==> src/rtl/multi_clock_generator.sv <==
// Multi-channel 50% duty clock generator with shadowed divisor reload and optional N-period bursts.
// Registered outputs: clock_out rises one clock_in after en; no backpressure, host writes always land.
module multi_clock_generator #(
  parameter int WIDTH     = 32,
  parameter int CHANNELS  = 4,
  parameter int CHAN_BITS = 2
) (
  input  logic                 clock_in,
  input  logic                 reset_n,
  input  logic [CHANNELS-1:0]  en,
  input  logic                 write,
  input  logic [CHAN_BITS-1:0] write_chan,
  input  logic                 write_sel,
  input  logic [WIDTH-1:0]     write_data,
  output logic [CHANNELS-1:0]  clock_out,
  output logic [CHANNELS-1:0]  busy,
  output logic [CHANNELS-1:0]  done
);

  typedef enum logic [1:0] {ST_IDLE, ST_HIGH, ST_LOW, ST_DONE} state_t;

  typedef struct packed {
    state_t           state;
    logic             clk;
    logic             busy;
    logic             done;
    logic [WIDTH-1:0] count;
    logic [WIDTH-1:0] active;
    logic [WIDTH-1:0] remaining;
    logic [WIDTH-1:0] burst;
    logic [WIDTH-1:0] shadow;
  } chan_t;

  for (genvar i = 0; i < CHANNELS; i++) begin : g_ch
    // Out-of-range write_chan values never match any ID, so such writes are dropped.
    localparam logic [CHAN_BITS-1:0] ID = CHAN_BITS'(i);

    chan_t ch_q;
    chan_t ch_d;
    logic  hit;
    logic  wr_shadow;
    logic  wr_burst;

    assign hit       = write && (write_chan == ID);
    assign wr_shadow = hit && !write_sel;
    assign wr_burst  = hit && write_sel;

    always_comb begin
      ch_d      = ch_q;
      ch_d.done = 1'b0;
      // Register writes land after this cycle, so any reload below still sees the old shadow.
      if (wr_shadow) ch_d.shadow = write_data;
      if (wr_burst)  ch_d.burst  = write_data;

      case (ch_q.state)
        ST_IDLE: begin
          ch_d.clk    = 1'b0;
          ch_d.active = ch_q.shadow;
          if (en[i]) begin
            ch_d.state     = ST_HIGH;
            ch_d.clk       = 1'b1;
            ch_d.count     = ch_q.shadow;
            ch_d.remaining = ch_q.burst;
          end
        end
        ST_HIGH: begin
          if (en[i]) begin
            if (ch_q.count != '0) begin
              ch_d.count = ch_q.count - WIDTH'(1);
            end else begin
              ch_d.state = ST_LOW;
              ch_d.clk   = 1'b0;
              ch_d.count = ch_q.active;
            end
          end
        end
        ST_LOW: begin
          if (en[i]) begin
            if (ch_q.count != '0) begin
              ch_d.count = ch_q.count - WIDTH'(1);
            end else if (ch_q.remaining == WIDTH'(1)) begin
              ch_d.state     = ST_DONE;
              ch_d.clk       = 1'b0;
              ch_d.done      = 1'b1;
              ch_d.remaining = '0;
            end else begin
              // Period boundary: the only point where a new divisor is adopted.
              ch_d.state  = ST_HIGH;
              ch_d.clk    = 1'b1;
              ch_d.active = ch_q.shadow;
              ch_d.count  = ch_q.shadow;
              if (ch_q.remaining != '0) ch_d.remaining = ch_q.remaining - WIDTH'(1);
            end
          end
        end
        ST_DONE: begin
          ch_d.clk = 1'b0;
          if (!en[i] || wr_burst) ch_d.state = ST_IDLE;
        end
        default: begin
          ch_d.state = ST_IDLE;
          ch_d.clk   = 1'b0;
        end
      endcase

      ch_d.busy = (ch_d.state == ST_HIGH) || (ch_d.state == ST_LOW);
    end

    always_ff @(posedge clock_in or negedge reset_n) begin
      if (!reset_n) ch_q <= '0;
      else          ch_q <= ch_d;
    end

    assign clock_out[i] = ch_q.clk;
    assign busy[i]      = ch_q.busy;
    assign done[i]      = ch_q.done;
  end

endmodule
==> config.mk <==
export PLATFORM = sky130hd
export DESIGN_NAME = multi_clock_generator
export DESIGN_NICKNAME = d
export VERILOG_FILES = /design/src/rtl/multi_clock_generator.sv
export SDC_FILE = /design/constraint.sdc
export NUM_CORES = 2
export LEC_CHECK = 0
export BUFFER_PORTS_ARGS = -buffer_cell sky130_fd_sc_hd__buf_2
export CAP_MARGIN = 10
export CELL_PAD_IN_SITES_DETAIL_PLACEMENT = 1
export CELL_PAD_IN_SITES_GLOBAL_PLACEMENT = 1
export CORE_ASPECT_RATIO = 0.7
export CORE_MARGIN = 2
export CORE_UTILIZATION = 47
export CTS_BUF_LIST = sky130_fd_sc_hd__clkbuf_8
export DETAILED_ROUTE_END_ITERATION = 6
export PLACE_DENSITY_LB_ADDON = 0.1
export SYNTH_ARGS = -nofsm -noshare
export SYNTH_HDL_FRONTEND = slang
export SYNTH_SLANG_ARGS = --single-unit
==> constraint.sdc <==
create_clock -name clock_in -period 3.3 [get_ports clock_in]
set_clock_uncertainty 0.2 [all_clocks]
set_input_delay 0.33 -clock clock_in [delete_from_list [all_inputs] [get_ports clock_in]]
set_output_delay 0.33 -clock clock_in [all_outputs]
set_load 0.02 [all_outputs]
# After elaboration in Yosys (flattened, before gate mapping)
# Index checks and enable logic that the tools add are counted.
op_classes:
  n_addsub: 8
  n_eq_ne: 59
  mux: 92
  n_reduce_logical: 62
ops:
  columns: ["operator", "n"]
  rows:
  - ["32-bit 2-to-1 mux", 28]
  - ["64-bit 2-to-1 mux", 8]
  - ["64-bit one-hot mux with 2 select lines", 4]
  - ["97-bit 2-to-1 mux", 4]
  - ["32-bit one-hot mux with 3 select lines", 4]
  - ["32-bit nonzero test", 8]
  - ["32-bit by 1-bit subtractor with 32-bit output, second input constant", 8]
  - ["32-bit by 1-bit == test with 1-bit output, second input constant", 4]
  - ["3-bit 2-to-1 mux", 24]
  - ["2-bit != test, second input constant", 24]
  - ["3-bit one-hot mux with 4 select lines", 4]
  - ["5-bit AND reduction", 8]
  - ["4-bit AND reduction", 8]
  - ["2-bit == test, second input constant", 14]
  - ["3-bit != test, second input constant", 8]
  - ["2-bit by 1-bit == test with 1-bit output, second input constant", 9]
  - ["1-bit logical AND", 12]
  - ["1-bit 2-to-1 mux", 12]
  - ["3-bit nonzero test", 4]
  - ["2-bit logical NOT", 5]
  - ["1-bit logical OR", 8]
  - ["2-bit 2-to-1 mux", 4]
  - ["2-bit nonzero test", 4]
  - ["1-bit logical NOT", 5]
totals:
  register_bits: 660
  in_bits: 42
  out_inout_bits: 12
  elab_cells: 257

# Longest topological paths before layout
logic_depth:
  ltp_word: 8
  ltp_mapped: 11
  depth_no_buf: 8

# Least setup slack after synthesis
# Ideal clock, no wire load.
synth_timing:
  kind: "reg-to-reg"
  from: "reg g_ch[0].ch_q[137] in the netlist's numbering"
  to: "reg g_ch[0].ch_q[64] in the netlist's numbering"
  arrival_time_ps: 2821
  required_ps: 2975
  slack_ps: 155
  path_stages_with_launch: 9
  path_buffers: 2
  path_cell_list: "dfrtp_1 nor4_1 nand4_1 or4_1 clkbuf_1 a311o_1 buf_2 a21oi_2 mux2_2"
synth_via:
  elab_chain_len: 3
synth_rtl:
  columns: ["element", "line_no", "source"]
  rows:
  - ["start: declaration", "38", "chan_t ch_q;"]
  - ["start signal: assignment", "111", "else ch_q <= ch_d;"]
  - ["32-bit nonzero test", "79", "if (ch_q.count != '0) begin"]
  - ["2-bit != test (no source line)", null, null]
  - ["5-bit AND reduction (no source line)", null, null]
# Every way passes these cells.
# A chain may end at the register's enable or synchronous reset.

# Final worst setup path
layout_timing:
  from: "reg g_ch[3].ch_q[150] in the netlist's numbering"
  to: "reg g_ch[3].ch_q[140] in the netlist's numbering"
layout_via:
  elab_chain_len: 4
layout_rtl:
  columns: ["element", "line_no", "source"]
  rows:
  - ["start: declaration", "38", null]
  - ["start signal: assignment", "111", null]
  - ["32-bit nonzero test (*)", "68, 79", null]
  - ["32-bit 2-to-1 mux, on equally long branches", "79, 68", null]
  - ["97-bit 2-to-1 mux or 32-bit 2-to-1 mux (tied branches)", "78, 67", null]
  - ["32-bit one-hot mux with 3 select lines", "55", "case (ch_q.state)"]
# Every way passes the cells marked *; elsewhere a longest branch is shown, timed or not. The select of a mux whose other input is x is not followed.

==> flow_summary.rst <==
.. list-table::
   :header-rows: 1

   * - Metric
     - Value
   * - Reg-to-Reg End
     - g_ch[3].ch_q[140]$_DFFE_PN0P_
   * - Number of failing hold endpoints at the final stage
     - 0
   * - Reg-to-reg slack, setup
     - around 87 ps
   * - Wire length of the first global-routing pass
     - slightly above 200000 um
   * - DRC violation total after the first TritonRoute iteration
     - ~2600
   * - Antenna Nets Post-Route
     - 0
   * - Unrepaired setup endpoints after global routing
     - yes
   * - CP bufs+invs
     - 1
   * - Net Sw Power
     - between 10000 and 15000 uW
   * - Slew of the pin with the lowest slew margin
     - around 1200 ps
   * - Worst setup path startpoint
     - g_ch[3].ch_q[150]$_DFFE_PN0P_
   * - Vias in the first global route
     - 34400
   * - Die Footprint
     - slightly below 80000 um^2
   * - Clock buffer count from CTS
     - roughly 110
   * - Largest net degree at the start of global routing
     - 86
   * - Worst Setup Start Kind
     - register
   * - Launch point of the worst reg-to-reg path
     - g_ch[3].ch_q[150]$_DFFE_PN0P_
   * - Category of cells accounting for the largest share of critical-path delay
     - simple AND/OR/NAND/NOR gates
   * - Layout overhead on the synthesized area
     - 13.5%
   * - Maximum level of the CTS H-tree
     - 3
   * - Fraction of power spent switching nets
     - 42.2%
   * - Rows
     - 84
   * - Initial Utilization
     - 47.7%
   * - GRT Util Overall
     - approximately 32%
   * - Final Max Slew Viols
     - 0
   * - Via-per-instance ratio
     - around 6.5
   * - TritonCTS clock tree
     - done
   * - Clk buf depth
     - 3
   * - Number of warnings issued by yosys
     - 0
   * - Top flip-flop cell by instance count after synthesis
     - dfrtp_1
   * - DRT Pass-1 Iters
     - 5
   * - Final setup fails
     - 0
   * - Area of the placeable core
     - 75400 um^2
   * - Portion of total power attributed to the clock network
     - between 20% and 30%
   * - Vias after detailed routing
     - between 30000 and 40000
   * - Max-capacitance violation count
     - 0
   * - Layout net count
     - about 4000
   * - Post-synth EDFFs
     - 0
   * - Type of the most critical hold path
     - in -> async
   * - Post-layout worst setup margin
     - 87.2 ps
   * - Largest fanout of any net on the critical path
     - 52
   * - Layout cells sized above 1
     - between 10% and 20%
   * - Final wirelength
     - about 130000 um
   * - Sequential Power Share
     - about 40%
   * - Run status
     - complete, no violations
   * - Timing endpoint of the critical path
     - g_ch[3].ch_q[140]$_DFFE_PN0P_
   * - Fin crit period
     - about 3200 ps
   * - Synthesized netlist cell count
     - between 3000 and 4000
   * - Seq/Total Area, Yosys
     - 46.0%
   * - Clock slew at the register clock pins of the worst setup and hold paths
     - ~60 ps
   * - Cell-by-cell trace of the critical path
     - or4_1 > or4b_4 > or3_2 > buf_12 > o21ai_0 > a21oi_1 > a211o_1
   * - Vertical die dimension
     - 235 um
   * - Crit path arrival time
     - roughly 3700 ps
   * - Depth of the critical timing path with buffers and inverters included
     - 7
   * - Share of the core filled with cells in the final layout
     - a little over half
   * - Normalized max-slew margin
     - 19.1%
   * - DPL Wire Length
     - 82700 um
   * - Proportion of register bits with asynchronous set or reset after synthesis
     - 100%
   * - I/O Buffers
     - between 50 and 60
   * - Total overflow reported by the global router
     - 0
   * - Max Clk Rate
     - between 300 and 400 MHz
   * - CP max stage cell
     - or4b_4
   * - Post-detailed-route DRC marker count
     - 0
   * - Internal power contribution
     - just over 20000 uW
   * - Mean Syn Cell Area
     - around 9.4 um^2
   * - CP peak stage delay
     - 600 ps
   * - Worst r2r path cells
     - 7
   * - Cell leakage power
     - approximately 0.017 uW
   * - Minimum setup slack after placement
     - around 25 ps
   * - Mapped Area
     - 35900 um^2
   * - Number of ports placed on the die boundary
     - 54
   * - Cell area power density
     - approximately 860 nW/um^2
   * - Final period utilization
     - 97.4%
   * - Peak ir drop on the vdd network
     - 0.000440 V
   * - Number of sinks driven by the clock tree
     - 660
   * - Endpoint type of the worst setup path
     - register
   * - Global placer's final weighted congestion
     - 0.896
   * - Die width
     - between 300 and 400 um
   * - Later-pin clock latency in the skew report
     - around 760 ps
   * - Root Buffer Master
     - clkbuf_8
   * - Count of different cell masters after synthesis
     - 83
   * - Endpoint required time on the critical path
     - approximately 3700 ps
   * - #FFs+latches synth
     - 660
   * - Antenna violations before repair
     - 16
   * - Fill count
     - roughly 8400
   * - Startpoint-to-endpoint class of the critical path
     - reg -> reg
   * - Post-synthesis net count
     - 3906
   * - Avg WL per Cell
     - 25.5 um
   * - Relative contribution of combinational cells to total power
     - 39.2%
[Yosys cell counts (50+ instances only)]
cell	number	area [um^2]
a221oi_1	52	455
mux2_2	238	2680
inv_1	145	544
nand2_1	406	1520
nor4_1	92	576
nand3_1	50	250
nor3_1	118	591
a21oi_1	183	916
a22oi_1	57	428
o21ai_0	433	2170
nor2_1	195	732
dfrtp_1	660	16500
o41ai_1	50	438
clkbuf_1	262	983
[sequential cells by signal, summed over array words and instances, names as in the netlist]
| register | flops |
|---|---|
| busy | 4 |
| clock_out | 4 |
| done | 4 |
| g_ch.ch_q | 648 |
[stage by stage]
step	TNS [ps]	instances	total power, uW	hold slack (ps)	area (um^2)
after floorplan	0	3829	22300	-166	35900
after global placement	0	4772	26400	136	38200
after detailed placement	0	4772	27400	138	38200
after CTS	0	5004	34800	55.5	40700
after global routing	-25.4	5008	37200	92.8	40800
final	0	5010	34900	129	40800
[worst min-delay path, delay by kind of cell]
| family | cells | cell delay [ps] |
|---|---|---|
| buffers and inverters | 3 | 1080 |
[placed cells by master, fill, tap and decap left out, types with 33 or more instances in the layout]
cell type	synthesis	routed
o41ai_1	50	50
dlygate4sd3_1	0	37
clkbuf_8	0	132
nor2_1	195	192
o22ai_1	44	44
inv_1	145	192
o21ai_0	433	430
nand2_1	406	406
buf_2	12	52
buf_4	20	184
nand4_1	39	39
ha_1	35	35
xor2_1	33	33
nand3_1	50	49
a21oi_1	183	180
mux2i_1	38	38
nor4_1	92	88
a221oi_1	52	52
a31oi_1	34	33
nor3_1	118	114
o21ai_1	35	37
a32oi_1	44	43
dfrtp_1	660	660
a22oi_1	57	57
mux2_2	238	238
[power by group through the flow]
| stage | Clock (uW) | Sequential (uW) | Combinational, uW |
|---|---|---|---|
| after global placement | 0 | 13900 | 12500 |
| final | 7150 | 14100 | 13700 |
| after floorplan | 0 | 13100 | 9210 |
| after global routing | 7610 | 14500 | 15000 |
| after detailed placement | 0 | 14100 | 13300 |
| after CTS | 7270 | 14000 | 13500 |
[kinds of logic after synthesis]
logic type	share of synthesized area [%]
AO/OA/AOI/OAI	23.3
buffers and inverters	5.04
AND/OR/NAND/NOR	14.4
adder cells (fa/ha/maj)	1.22
multiplexers	8.52
XOR/XNOR	1.54
flip-flops	46.0
[timing repair]
item / 4_1_cts / 5_1_grt
resized for setup: 0 / 15
endpoints found under the hold margin: 919 / 0
hold buffers: 38 / 0
setup endpoints to repair: 0 / 94
buffers inserted: 0 / 4
[cell type report]
cell class	instances	area, um^2	area share, %
Multi-Input combinational cell	2717	17800	43.7
Sequential cell	660	16500	40.5
Timing Repair Buffer	299	2530	6.22
Clock buffer	132	1820	4.46
Tap cell	989	1240	3.04
Inverter	149	559	1.37
Clock inverter	62	269	0.660
Antenna cell	2	5.00	0.0123
[how the worst min path moves through the flow]
stage | cells after the start | endpoint | slack, ps | start
final | 3 | g_ch[3].ch_q[2]$_DFFE_PN0P_ | 130 | reset_n
after global routing | 3 | g_ch[3].ch_q[102]$_DFFE_PN0P_ | 90 | reset_n
after CTS | 4 | g_ch[1].ch_q[47]$_DFFE_PN0P_ | 60 | write
after detailed placement | 1 | g_ch[3].ch_q[5]$_DFFE_PN0P_ | 140 | reset_n
after global placement | 1 | g_ch[3].ch_q[5]$_DFFE_PN0P_ | 140 | reset_n
after floorplan | 0 | busy[0]$_DFF_PN0_ | -170 | reset_n
[routing by layer]
metal / vias to the layer above / track usage (%) / part of all wire [%]
met5: - / 0 / 0
met4: 0 / 9.81 / 2.6
met3: 241 / 5.01 / 6.4
met2: 1086 / 50.2 / 45
met1: 16900 / 46.4 / 46
li1: 14500 / - / -
Note: power is estimated with default switching activity, not from simulation.
